**src/rtl/ir_history_if.sv**
```systemverilog
// ir_history_if -- bundle of the control, write and read signals of ir_history.
//
// Parameters:
//   WIDTH : bit width of each recorded instruction word
//   DEPTH : number of history entries (power of two, >= 2)
//   AW    : width of the read index
//
// Signals (direction seen from the master, i.e. the block feeding the history):
//   push     out  a retired instruction is presented on din this cycle
//   din      out  instruction word to record
//   trigger  out  exception/interrupt event, freezes the history
//   resume   out  leave the frozen state
//   clear    out  flush all entries and flags
//   rd_idx   out  read age, 0 = newest
//   rd_data  in   entry at age rd_idx (combinational), 0 when not valid
//   rd_valid in   rd_idx < count
//   count    in   number of valid entries, 0..DEPTH
//   frozen   in   history is frozen
//   overflow in   sticky: at least one entry was lost by wrap-around
interface ir_history_if #(
  parameter int WIDTH = 32,
  parameter int DEPTH = 8,
  parameter int AW    = $clog2(DEPTH)
);
  logic             push;
  logic [WIDTH-1:0] din;
  logic             trigger;
  logic             resume;
  logic             clear;
  logic [AW-1:0]    rd_idx;
  logic [WIDTH-1:0] rd_data;
  logic             rd_valid;
  logic [AW:0]      count;
  logic             frozen;
  logic             overflow;

  modport master (
    output push, din, trigger, resume, clear, rd_idx,
    input  rd_data, rd_valid, count, frozen, overflow
  );

  modport slave (
    input  push, din, trigger, resume, clear, rd_idx,
    output rd_data, rd_valid, count, frozen, overflow
  );
endinterface

```
**src/rtl/ir_history.sv**
```systemverilog
// ir_history -- instruction retirement history buffer.
//
// Records the last DEPTH retired instruction words in a circular buffer.
// An exception/interrupt trigger freezes the history so software or a debug
// port can inspect what led up to the event; resume re-arms recording.
//
// Ports:
//   clk    : single clock, all state updates on the rising edge
//   reset  : synchronous, active-high; outputs read as empty while asserted
//   bus    : ir_history_if slave modport (push/din/trigger/resume/clear in,
//            age-indexed combinational read port and status flags out)
//
// Control priority at each edge: reset > clear > trigger > resume > push.
// A push together with trigger in RUN is still recorded before freezing.
module ir_history #(
  parameter int WIDTH = 32,
  parameter int DEPTH = 8,
  parameter int AW    = $clog2(DEPTH)
) (
  input  logic         clk,
  input  logic         reset,
  ir_history_if.slave  bus
);

  localparam logic [AW:0]   FULL    = (AW+1)'(DEPTH);
  localparam logic [AW:0]   CNT_ONE = (AW+1)'(1);
  localparam logic [AW-1:0] PTR_ONE = AW'(1);

  typedef enum logic {
    ST_RUN    = 1'b0,
    ST_FROZEN = 1'b1
  } state_t;

  state_t           state_reg;
  logic [AW-1:0]    wp_reg;        // next slot to be written
  logic [AW:0]      count_reg;
  logic             overflow_reg;

  // History storage; deliberately not reset, every read is masked by count.
  logic [WIDTH-1:0] mem [DEPTH];

  logic             accept;
  logic [AW-1:0]    rd_addr;
  logic             rd_valid_int;

  // A push only lands while running and when no higher-priority flush is in
  // this cycle. Trigger does not block it: the triggering instruction must be
  // the newest entry of the frozen history.
  assign accept = !reset && !bus.clear && (state_reg == ST_RUN) && bus.push;

  always_ff @(posedge clk) begin
    if (accept) begin
      mem[wp_reg] <= bus.din;
    end
  end

  always_ff @(posedge clk) begin
    if (reset || bus.clear) begin
      state_reg    <= ST_RUN;
      wp_reg       <= '0;
      count_reg    <= '0;
      overflow_reg <= 1'b0;
    end else begin
      case (state_reg)
        ST_RUN: begin
          if (bus.push) begin
            wp_reg <= wp_reg + PTR_ONE;
            if (count_reg == FULL) begin
              // Oldest entry is overwritten in place; remember the loss.
              overflow_reg <= 1'b1;
            end else begin
              count_reg <= count_reg + CNT_ONE;
            end
          end
          if (bus.trigger) begin
            state_reg <= ST_FROZEN;
          end
        end
        ST_FROZEN: begin
          // Trigger keeps the freeze even when resume is also high; a push in
          // the resume cycle is dropped because we are still frozen here.
          if (!bus.trigger && bus.resume) begin
            state_reg <= ST_RUN;
          end
        end
        default: begin
          state_reg <= ST_RUN;
        end
      endcase
    end
  end

  // Age 0 is the slot just behind the write pointer; the AW-bit subtraction
  // wraps naturally because DEPTH is a power of two.
  assign rd_addr      = wp_reg - PTR_ONE - bus.rd_idx;
  assign rd_valid_int = ({1'b0, bus.rd_idx} < count_reg);

  // Outputs are forced to the empty view while reset is held, so nothing
  // observable depends on pre-reset register contents.
  always_comb begin
    bus.count    = '0;
    bus.frozen   = 1'b0;
    bus.overflow = 1'b0;
    bus.rd_valid = 1'b0;
    bus.rd_data  = '0;
    if (!reset) begin
      bus.count    = count_reg;
      bus.frozen   = (state_reg == ST_FROZEN);
      bus.overflow = overflow_reg;
      bus.rd_valid = rd_valid_int;
      if (rd_valid_int) begin
        bus.rd_data = mem[rd_addr];
      end
    end
  end

endmodule

```
**src/flat_wrapper.sv**
```systemverilog
// flat-port wrapper written by rule: the top's interface ports become plain ports
module ir_history_flat 
#(
  parameter int WIDTH = 32,
  parameter int DEPTH = 8,
  parameter int AW    = $clog2(DEPTH)
)
  (clk, reset, bus_push, bus_din, bus_trigger, bus_resume, bus_clear, bus_rd_idx, bus_rd_data, bus_rd_valid, bus_count, bus_frozen, bus_overflow);
  ir_history_if #(.WIDTH(WIDTH), .DEPTH(DEPTH), .AW(AW)) bus_i ();
  input  logic clk;
  input  logic reset;
  input wire logic [$bits(bus_i.push)-1:0] bus_push;
  input wire logic [$bits(bus_i.din)-1:0] bus_din;
  input wire logic [$bits(bus_i.trigger)-1:0] bus_trigger;
  input wire logic [$bits(bus_i.resume)-1:0] bus_resume;
  input wire logic [$bits(bus_i.clear)-1:0] bus_clear;
  input wire logic [$bits(bus_i.rd_idx)-1:0] bus_rd_idx;
  output wire logic [$bits(bus_i.rd_data)-1:0] bus_rd_data;
  output wire logic [$bits(bus_i.rd_valid)-1:0] bus_rd_valid;
  output wire logic [$bits(bus_i.count)-1:0] bus_count;
  output wire logic [$bits(bus_i.frozen)-1:0] bus_frozen;
  output wire logic [$bits(bus_i.overflow)-1:0] bus_overflow;
  assign bus_i.push = bus_push;
  assign bus_i.din = bus_din;
  assign bus_i.trigger = bus_trigger;
  assign bus_i.resume = bus_resume;
  assign bus_i.clear = bus_clear;
  assign bus_i.rd_idx = bus_rd_idx;
  assign bus_rd_data = bus_i.rd_data;
  assign bus_rd_valid = bus_i.rd_valid;
  assign bus_count = bus_i.count;
  assign bus_frozen = bus_i.frozen;
  assign bus_overflow = bus_i.overflow;
  ir_history #(.WIDTH(WIDTH), .DEPTH(DEPTH), .AW(AW)) u_core (.clk(clk), .reset(reset), .bus(bus_i));
endmodule
```
**config.mk**
```make
export PLATFORM = sky130hd
export DESIGN_NAME = ir_history_flat
export DESIGN_NICKNAME = d
export VERILOG_FILES = /design/src/rtl/ir_history_if.sv /design/src/rtl/ir_history.sv /design/src/flat_wrapper.sv
export SDC_FILE = /design/constraint.sdc
export NUM_CORES = 1
export LEC_CHECK = 0
export BUFFER_PORTS_ARGS = -buffer_cell sky130_fd_sc_hd__buf_2
export CAP_MARGIN = 10
export CORE_ASPECT_RATIO = 0.5
export CORE_MARGIN = 1.5
export CORE_UTILIZATION = 60
export DETAILED_ROUTE_END_ITERATION = 8
export GPL_TIMING_DRIVEN = 0
export PLACE_DENSITY = 0.92
export SETUP_SLACK_MARGIN = 0.3
export SLEW_MARGIN = 10
export SYNTH_ARGS = -nofsm -noshare
export SYNTH_HDL_FRONTEND = slang
export SYNTH_SLANG_ARGS = --single-unit
```
**constraint.sdc**
```tcl
create_clock -name clk -period 9.5 [get_ports clk]
set_input_delay 0.95 -clock clk [delete_from_list [all_inputs] [get_ports clk]]
set_output_delay 0.95 -clock clk [all_outputs]
set_load 0.01 [all_outputs]
```
After elaboration in Yosys (flattened, before gate mapping)
Memory sizes are Yosys's and may differ from the RTL's.
Cells that the tools add are included.
Widths: inputs -> output; s select.
{"block": "totals", "ramBits": 256, "ff_bits": 9, "input_bits": 41, "mem_count": 1}
{"memory": "u_core.mem", "depth": 8, "word_bits": 32, "rd": 1, "rd_clocked_by_memory_dff": 0, "write_ports": 1, "line": "ir_history.sv:40", "source": "logic [WIDTH-1:0] mem [DEPTH];"}
{"block": "op_classes", "add_sub_neg": 4, "n_eq_ne": 1, "reduce_logical": 11, "n_bitwise": 2, "order_cmp": 1, "muxes": 11}
{"op": "$mux 32", "count": 2}
{"op": "$mux 1", "count": 7}
{"op": "$reduce_and 3->1", "count": 2}
{"op": "$add 4x1->4 const B", "count": 1}
{"op": "$eq 4x4->1 const B", "count": 1}
{"op": "$logic_and 1x1->1", "count": 4}
{"op": "$lt 3x4->1", "count": 1}
{"op": "$mux 4", "count": 1}
{"op": "$add 3x1->3 const B", "count": 1}
{"op": "$logic_not 1->1", "count": 3}
{"op": "$sub 3x1->3 const B", "count": 1}
{"op": "$sub 3x3->3", "count": 1}
{"op": "$not 1->1", "count": 2}
{"op": "$pmux 1 s2", "count": 1}
{"op": "$reduce_and 2->1", "count": 1}
{"op": "$logic_or 1x1->1", "count": 1}

Depth between registers and ports, before layout
Gate-level depths: netlist of run 1.
{"block": "depth", "word_depth": 6, "depth_mapped": 8, "mapped_depth_nobuf": 7}

Worst setup path before layout of run 1
No wires, ideal clock.
{"block": "synth_path", "path_type": "input -> register", "startpoint": "input port reset", "endpoint": "memory u_core.mem[4][0] (enable)", "stages": 4, "path_buffers": 1, "arrival_time_ns": 3.616, "required_ns": 9.039, "setup_time_ns": 0.461, "path_slack_ns": 5.423, "path_cell_list": "clkbuf_1 > nor2_1 > nand3_1 > nor3_1"}
{"block": "synth_between", "elab_chain_len": 6}
{"item": "from (decl)", "line": "flat_wrapper.sv:11", "source": "input logic reset;"}
{"item": "$logic_not 1->1"}
{"item": "$logic_and 1x1->1 (3 in a row)", "line": "ir_history.sv:49", "source": "assign accept = !reset && !bus.clear && (state_reg == ST_RUN) && bus.push;"}
{"item": "$mux 1", "line": "ir_history.sv:52", "source": "if (accept) begin"}
{"item": "$mux 1 (implied by the code)", "line": "ir_history.sv:53", "source": "mem[wp_reg] <= bus.din;"}
{"item": "to (decl)", "line": "ir_history.sv:40"}
No other way between the ends.

Worst setup path in the final report of run 1
{"block": "layout_path", "startpoint": "input port bus_rd_idx[0]", "endpoint": "output port bus_rd_data[28]"}
{"block": "layout_between", "elab_chain_len": 4}
{"item": "from (decl)", "line": "flat_wrapper.sv:17", "source": "input wire logic [$bits(bus_i.rd_idx)-1:0] bus_rd_idx;"}
{"item": "$sub 3x3->3", "line": "ir_history.sv:95", "source": "assign rd_addr = wp_reg - PTR_ONE - bus.rd_idx;"}
{"item": "$mem_v2 8x32"}
{"item": "$mux 32 *", "line": "ir_history.sv:111", "source": "if (rd_valid_int) begin"}
{"item": "$mux 32 *", "line": "ir_history.sv:106", "source": "if (!reset) begin"}
{"item": "to (decl)", "line": "flat_wrapper.sv:18", "source": "output wire logic [$bits(bus_i.rd_data)-1:0] bus_rd_data;"}
Every way passes the cells marked *; elsewhere a longest branch is shown, timed or not.

==> flow_summary_export.csv, run 1 <==
group,metric,value,unit
route,drt_wl_total,25.6,mm
pwr,seqPwrFrac,52.8,%
pwr,internal-power,1920,uW
floorplanning,num_rows,33,
yosys,ys.flop_type,"edfxtp_1",
floorplanning,coreArea,16800,um2
sta,finalCritPeriodShare,45.2,%
global_routing,grt_overflow,0,
critical_path,cp_data_required_time,8550,ps
floorplanning,die_w,190,um
global_routing,antenna_found_initial,0,
min_path,holdPathEnd,"u_core.overflow_reg",
pwr,swShare,21.3,%
pwr,power_density,200,nW/um2
yosys,ys_ff_latch,265,
critical_path,rr_endpoint,"u_core.mem[0][17]",
global_routing,grt_pass1_wl,37.6,mm
pwr,comb_power_share,7.7,%
route,drt-pass1-iter-count,5,
critical_path,reg2reg_depth,7,
route,drc,0,
yosys,seq_area_frac_synth,74.8,%
placed_design,io_buffer_count,78,
final_layout,layout-drive-gt1-share,32.0,%
clocking,cts_tree,"built",
final_layout,nets,650,
yosys,synth_top_family_by_area,"multiplexers",
clocking,clockBufferDepth,3,
run,maxCapViolations,0,
floorplanning,start_util,62.7,%
floorplanning,die-height,96.6,um
clocking,postCtsSetupBuffers,0,
route,drtAntennaViolNets,0,
placed_design,dp_hpwl,13.8,mm
yosys,synth_top_area_share,73.1,%
critical_path,worstSetupPathType,"in -> out",
placed_design,placed_cells,805,
clocking,cts_root_buf,"clkbuf_16",
global_routing,gr-usage-met1,40.0,%
global_routing,busiest_layer,"met2",
min_path,hold-path-cell-count,2,
sta,final.setup.tns,0,ps
floorplanning,top_level_ports,80,
sta,slew_violations,0,
yosys,synthTopCellsByArea,"edfxtp_1, mux4_2, mux4_1",
yosys,synthMuxAreaShare,17.7,%
route,via_per_inst,6.67,
global_routing,met2_usage,46.6,%
final_layout,final_common_cell,"edfxtp_1",
global_routing,grt_pass1_vias,5747,
global_routing,grt_util_met3,5.04,%
sta,max_freq,233,MHz
final_layout,stdcell_count,845,
pwr,power_leakage,0.00424,uW
clocking,cts_hold_buf,0,
final_layout,largest_reg_flops,256,
yosys,yosys.area_share.xor_xnor,0.749,%
route,vias,5637,
sta,maxSlewHeadroom,36.9,%
critical_path,cp_max_fo,10,
yosys,synth-simple-area-share,1.70,%
sta,rsz0062_at_grt,"no",
final_layout,syn2layout_area_growth,16.0,%
yosys,synthCells,487,
global_routing,grt_usage,28.6,%
floorplanning,fp.dieArea,18400,um2
clocking,htree_levels,1,
pwr,pwr-share-clk,39.5,%
yosys,syn_area,10500,um2
yosys,syn_avg_cell_area,21.6,um2
route,wire_per_inst,30.3,um
yosys,synth_edf_count,256,
pwr,p_sw,520,uW
clocking,ctsResizeCount,0,
critical_path,r2r_slack,6780,ps
critical_path,r2r_start,"u_core.state_reg",
outcome,status,"complete, no violations",
yosys,yosys_warnings,0,
yosys,synth_compound_area_share,1.90,%
sta,worst_clock_skew,11.0,ps
yosys,synth_largest_area_cell,"edfxtp_1",
clocking,numCtsBuffers,22,
critical_path,start_kind,"input pin",
critical_path,end_kind,"output port",
final_layout,antennaDiodeCount,0,
route,first_iter_violations,849,
global_routing,grt_max_degree,25,
min_path,hp-class,"reg -> reg",
clocking,insertion_delay,510,ps
clocking,clock-sinks,265,
critical_path,critPathArrivalTime,3350,ps
sta,period_needed,4300,ps
yosys,syn-num-nets,535,
yosys,ys_types,32,
sta,hold_viol,0,
yosys,ys_async_sr_fraction,0,%
clocking,clk_pin_slew,70,ps
pwr,max-vdd-ir-drop,0.162,mV
placed_design,place.gp.congestion,0.741,
sta,tightest_slew,942,ps
yosys,synthAdderAreaFrac,0.904,%
sta,setup_violations,0,
min_path,worstHoldStart,"u_core.overflow_reg",
final_layout,final_cell_mix,"edfxtp_1, buf_2, mux4_2",
## Yosys cell counts (3+ instances only)
cell,n
nand2_1,6
a21oi_1,34
buf_2,8
dfxtp_1,9
nand2b_1,4
mux4_2,43
nor2b_1,3
buf_6,11
edfxtp_1,256
ha_1,6
inv_1,7
mux2i_1,34
nor2_1,19
clkbuf_1,5
mux4_1,21
## metal layers
metal,wire length (um),vias up
met4,771,0
met1,9680,2860
li1,-,2255
met5,0,-
met2,12700,459
met3,2400,63
## worst max-delay path by stage
stage          depth (start not counted)          start                end  slack [ps]
6_report                              10  bus_rd_idx[0]    bus_rd_data[28]        5200
2_1_floorplan                          4          reset   u_core.mem[4][0]        5420
3_3_place_gp                           5       bus_push  u_core.mem[4][17]        3260
4_1_cts                               10  bus_rd_idx[0]    bus_rd_data[15]        5220
3_5_place_dp                          10  bus_rd_idx[0]    bus_rd_data[28]        5270
5_1_grt                               10  bus_rd_idx[0]    bus_rd_data[28]        5120
## power by group through the flow
stage	clock network [uW]	registers, uW	logic (uW)
floorplan	0	1310	118
global placement	0	1310	167
detailed placement	0	1310	178
CTS	964	1290	186
global route	1010	1290	197
finish	963	1290	187
## per-stage QoR
step / setup WS, ps / util, % / hold WS [ps] / area [um2] / total power [uW]
finish: 5200 / 72.7 / 476 / 12200 / 2440
global route: 5120 / 72.7 / 521 / 12200 / 2490
CTS: 5220 / 72.7 / 479 / 12200 / 2440
detailed placement: 5270 / 68.3 / 462 / 11400 / 1490
global placement: 3260 / 66.8 / 447 / 11200 / 1480
floorplan: 5420 / - / 429 / 10500 / 1430
## critical path, cell delays in order
cell and delay (ps):
buf_2 100, inv_1 40, ha_1 200, fa_1 510
clkbuf_2 270, buf_2 370, mux4_2 400, mux2i_1 280
a21oi_1 70, buf_2 150
## area by class of cell
type	count	area, um2
sequential	265	7870
fill	909	4570
multi-input combinational	188	2470
timing repair buffer	91	586
clock buffer	23	576
tap	227	284
buffer	27	210
clock inverter	17	178
inverter	7	26.3
## kinds of logic (layout without fill, tap and decap cells)
| group | count (synthesis) | in the layout |
|---|---|---|
| compound gates | 38 | 38 |
| xor+xnor | 6 | 6 |
| fa+ha+maj | 7 | 7 |
| buf+inv | 34 | 165 |
| flops | 265 | 265 |
| mux | 98 | 98 |
| simple gates | 39 | 39 |
(Power assumes the default switching activity.)
==> run 2, diff against run 1 <==
--- a/config.mk
+++ b/config.mk
@@ -5,6 +5,7 @@
 export SDC_FILE = /design/constraint.sdc
 export NUM_CORES = 1
 export LEC_CHECK = 0
+export ABC_AREA = 1
 export BUFFER_PORTS_ARGS = -buffer_cell sky130_fd_sc_hd__buf_2
 export CAP_MARGIN = 10
 export CORE_ASPECT_RATIO = 0.5
@@ -12,7 +13,7 @@
 export CORE_UTILIZATION = 60
 export DETAILED_ROUTE_END_ITERATION = 8
 export GPL_TIMING_DRIVEN = 0
-export PLACE_DENSITY = 0.92
+export PLACE_DENSITY = 0.91
 export SETUP_SLACK_MARGIN = 0.3
 export SLEW_MARGIN = 10
 export SYNTH_ARGS = -nofsm -noshare
==> constraint.sdc (replaced) <==
create_clock -name clk -period 4.3 [get_ports clk]
set_input_delay 0.43 -clock clk [delete_from_list [all_inputs] [get_ports clk]]
set_output_delay 0.43 -clock clk [all_outputs]
set_load 0.01 [all_outputs]
==> flow_summary_export.csv, run 2 <==
group,metric,value,unit
outcome,status,"complete, no violations",
yosys,synth_largest_area_cell,"edfxtp_1",
yosys,synth_edf_count,256,
yosys,syn_avg_cell_area,11.1,um2
clocking,postCtsSetupBuffers,0,
placed_design,dp_hpwl,18.1,mm
critical_path,worstSetupPathType,"reg -> out",
yosys,ys_async_sr_fraction,0,%
critical_path,cp-endpoint,"bus_rd_data[28]",
global_routing,grt_pass1_vias,8576,
sta,hold_viol,0,
yosys,synthTopCellsByArea,"edfxtp_1, nand2_1, nand3_1",
floorplanning,die_w,195,um
critical_path,critPathArrivalTime,3310,ps
yosys,syn_area,11100,um2
final_layout,largest_reg_flops,256,
final_layout,stdcell_count,1365,
yosys,ys.flop_type,"edfxtp_1",
critical_path,slowest_stage,"dfxtp_1",
floorplanning,die-height,99.0,um
critical_path,r2r_start,"u_core.state_reg",
sta,tightest_slew,1110,ps
clocking,cts_hold_buf,0,
route,drt-pass1-iter-count,6,
floorplanning,top_level_ports,80,
global_routing,grt_pass1_wl,47.3,mm
floorplanning,fp.dieArea,19300,um2
clocking,clock-sinks,265,
clocking,clockBufferDepth,3,
global_routing,grt_overflow,0,
sta,period_needed,3740,ps
critical_path,end_kind,"output port",
floorplanning,coreArea,17700,um2
route,vias,8770,
clocking,ctsResizeCount,0,
final_layout,final_common_cell,"nand2_1",
route,drtAntennaViolNets,0,
clocking,numCtsBuffers,23,
critical_path,path_cells,"ha_1 > fa_1 > inv_2 > buf_1 > nand3_1 > nand2_1 > nand2_1 > nand2_1 > nor2_1 > buf_2",
pwr,power_leakage,0.00511,uW
critical_path,max_stage_delay,570,ps
placed_design,placed_cells,1323,
final_layout,syn2layout_area_growth,14.9,%
critical_path,cp_max_fo,10,
critical_path,cp_data_required_time,3870,ps
critical_path,r2r_slack,1890,ps
critical_path,crit_start,"u_core.wp_reg[0]",
final_layout,fill_cells,958,
clocking,insertion_delay,520,ps
yosys,synth_most_common_cell,"nand2_1",
sta,worst_clock_skew,11.9,ps
global_routing,grt_max_degree,23,
critical_path,start_kind,"register",
yosys,yosys_warnings,0,
route,drc,0,
final_layout,seq_area,7870,um2
run,maxCapViolations,0,
route,wire_per_inst,22.8,um
sta,slew_violations,0,
final_layout,nets,1162,
sta,rsz0062_at_grt,"no",
clocking,cts_root_buf,"clkbuf_16",
clocking,clk_pin_slew,60,ps
final_layout,layout-drive-gt1-share,16.2,%
sta,max_freq,268,MHz
yosys,seq_area_frac_synth,71.2,%
placed_design,place.gp.congestion,0.797,
yosys,ys_ff_latch,265,
route,drt_wl_total,31.1,mm
clocking,cts_tree,"built",
yosys,synth_top_area_share,69.5,%
min_path,hp-class,"in -> reg",
critical_path,crit_top_cell,"nand2_1",
sta,final.setup.tns,0,ps
floorplanning,start_util,62.5,%
critical_path,reg2reg_depth,5,
sta,maxSlewHeadroom,25.7,%
route,via_per_inst,6.42,
floorplanning,num_rows,34,
clocking,htree_levels,1,
pwr,power_density,435,nW/um2
pwr,max-vdd-ir-drop,0.263,mV
route,first_iter_violations,1569,
placed_design,io_buffer_count,78,
yosys,synth_commonest_cells,"nand2_1, edfxtp_1, nand3_1, nor2_1, buf_2",
yosys,synthCells,995,
yosys,syn-num-nets,1043,
sta,finalCritPeriodShare,86.9,%
final_layout,final_cell_mix,"nand2_1, edfxtp_1, nand3_1",
sta,setup_violations,0,
global_routing,antenna_found_initial,1,
global_routing,grt_usage,32.5,%
yosys,ys_types,22,
final_layout,multiInputGateArea,2790,um2
critical_path,rr_endpoint,"u_core.mem[4][15]",
## run 2: changes by cell type after synthesis, moves of 6 or more
cell / previous run / this run
nand2_1: 6 / 444
nand3_1: 1 / 134
mux4_2: 43 / 0
mux2i_1: 34 / 0
nor2_1: 19 / 49
a21oi_1: 34 / 6
mux4_1: 21 / 0
buf_2: 8 / 24
inv_1: 7 / 19
buf_6: 11 / 17
## run 2: stage by stage
stage / power [uW] / utilization [%] / hold WS [ps] / instance area (um2) / worst slack [ps]
2_1_floorplan: 3290 / - / 435 / 11100 / 672
3_3_place_gp: 3460 / 66.3 / 446 / 11700 / -1080
3_5_place_dp: 3510 / 67.8 / 461 / 12000 / 1290
4_1_cts: 5480 / 71.8 / 147 / 12700 / 687
5_1_grt: 5650 / 71.8 / 169 / 12700 / 519
6_report: 5530 / 71.8 / 141 / 12700 / 563
## run 2: area by class of cell
| type | instances | area share [%] |
|---|---|---|
| Sequential cell | 265 | 61.9 |
| Clock inverter | 14 | 0.896 |
| Tap cell | 234 | 2.30 |
| Multi-Input combinational cell | 657 | 22.0 |
| Inverter | 22 | 0.650 |
| Timing Repair Buffer | 94 | 4.74 |
| Antenna cell | 1 | 0.0197 |
| Buffer | 51 | 2.87 |
| Clock buffer | 27 | 4.65 |
## run 2: worst max-delay path: cells and delay by family, from the launching register on
family | cells | cell delay, ps
AND/OR/NAND/NOR | 5 | 590
flip-flops | 1 | 570
adder cells (fa/ha/maj) | 2 | 720
buffers and inverters | 3 | 920
## run 2: how the worst min path moves through the flow
stage	from	endpoint	slack, ps	cells past startpoint
after detailed placement	u_core.overflow_reg	u_core.overflow_reg	460	2
after floorplan	u_core.overflow_reg	u_core.overflow_reg	430	2
after global routing	bus_trigger	u_core.state_reg	170	3
final	bus_trigger	u_core.state_reg	140	3
after CTS	bus_trigger	u_core.state_reg	150	3
after global placement	u_core.overflow_reg	u_core.overflow_reg	450	2
## run 2: cells by family (layout without fill, tap and decap cells)
logic type / Yosys count / after routing / synth area share (%)
adder cells (fa/ha/maj): 7 / 7 / 0.860
other: 0 / 1 / 0
AO/OA/AOI/OAI: 11 / 11 / 0.498
buffers and inverters: 73 / 208 / 4.04
AND/OR/NAND/NOR: 639 / 639 / 23.4
flip-flops: 265 / 265 / 71.2
## run 2: power breakdown
group          internal (uW)  switching [uW]  total, uW  leakage, uW
sequential              2840            8.25       2850      0.00238
combinational            195             463        658      0.00238
clock                   1100             922       2020     0.000345
## run 2: routing by layer
layer  global-route usage (%)  up-vias  share of wire, %
li1                         -     3603                 -
met1                     41.2     3994                34
met2                     53.3      968                46
met3                     7.80      205                14
met4                     16.8        0               5.6
met5                        0        -                 0
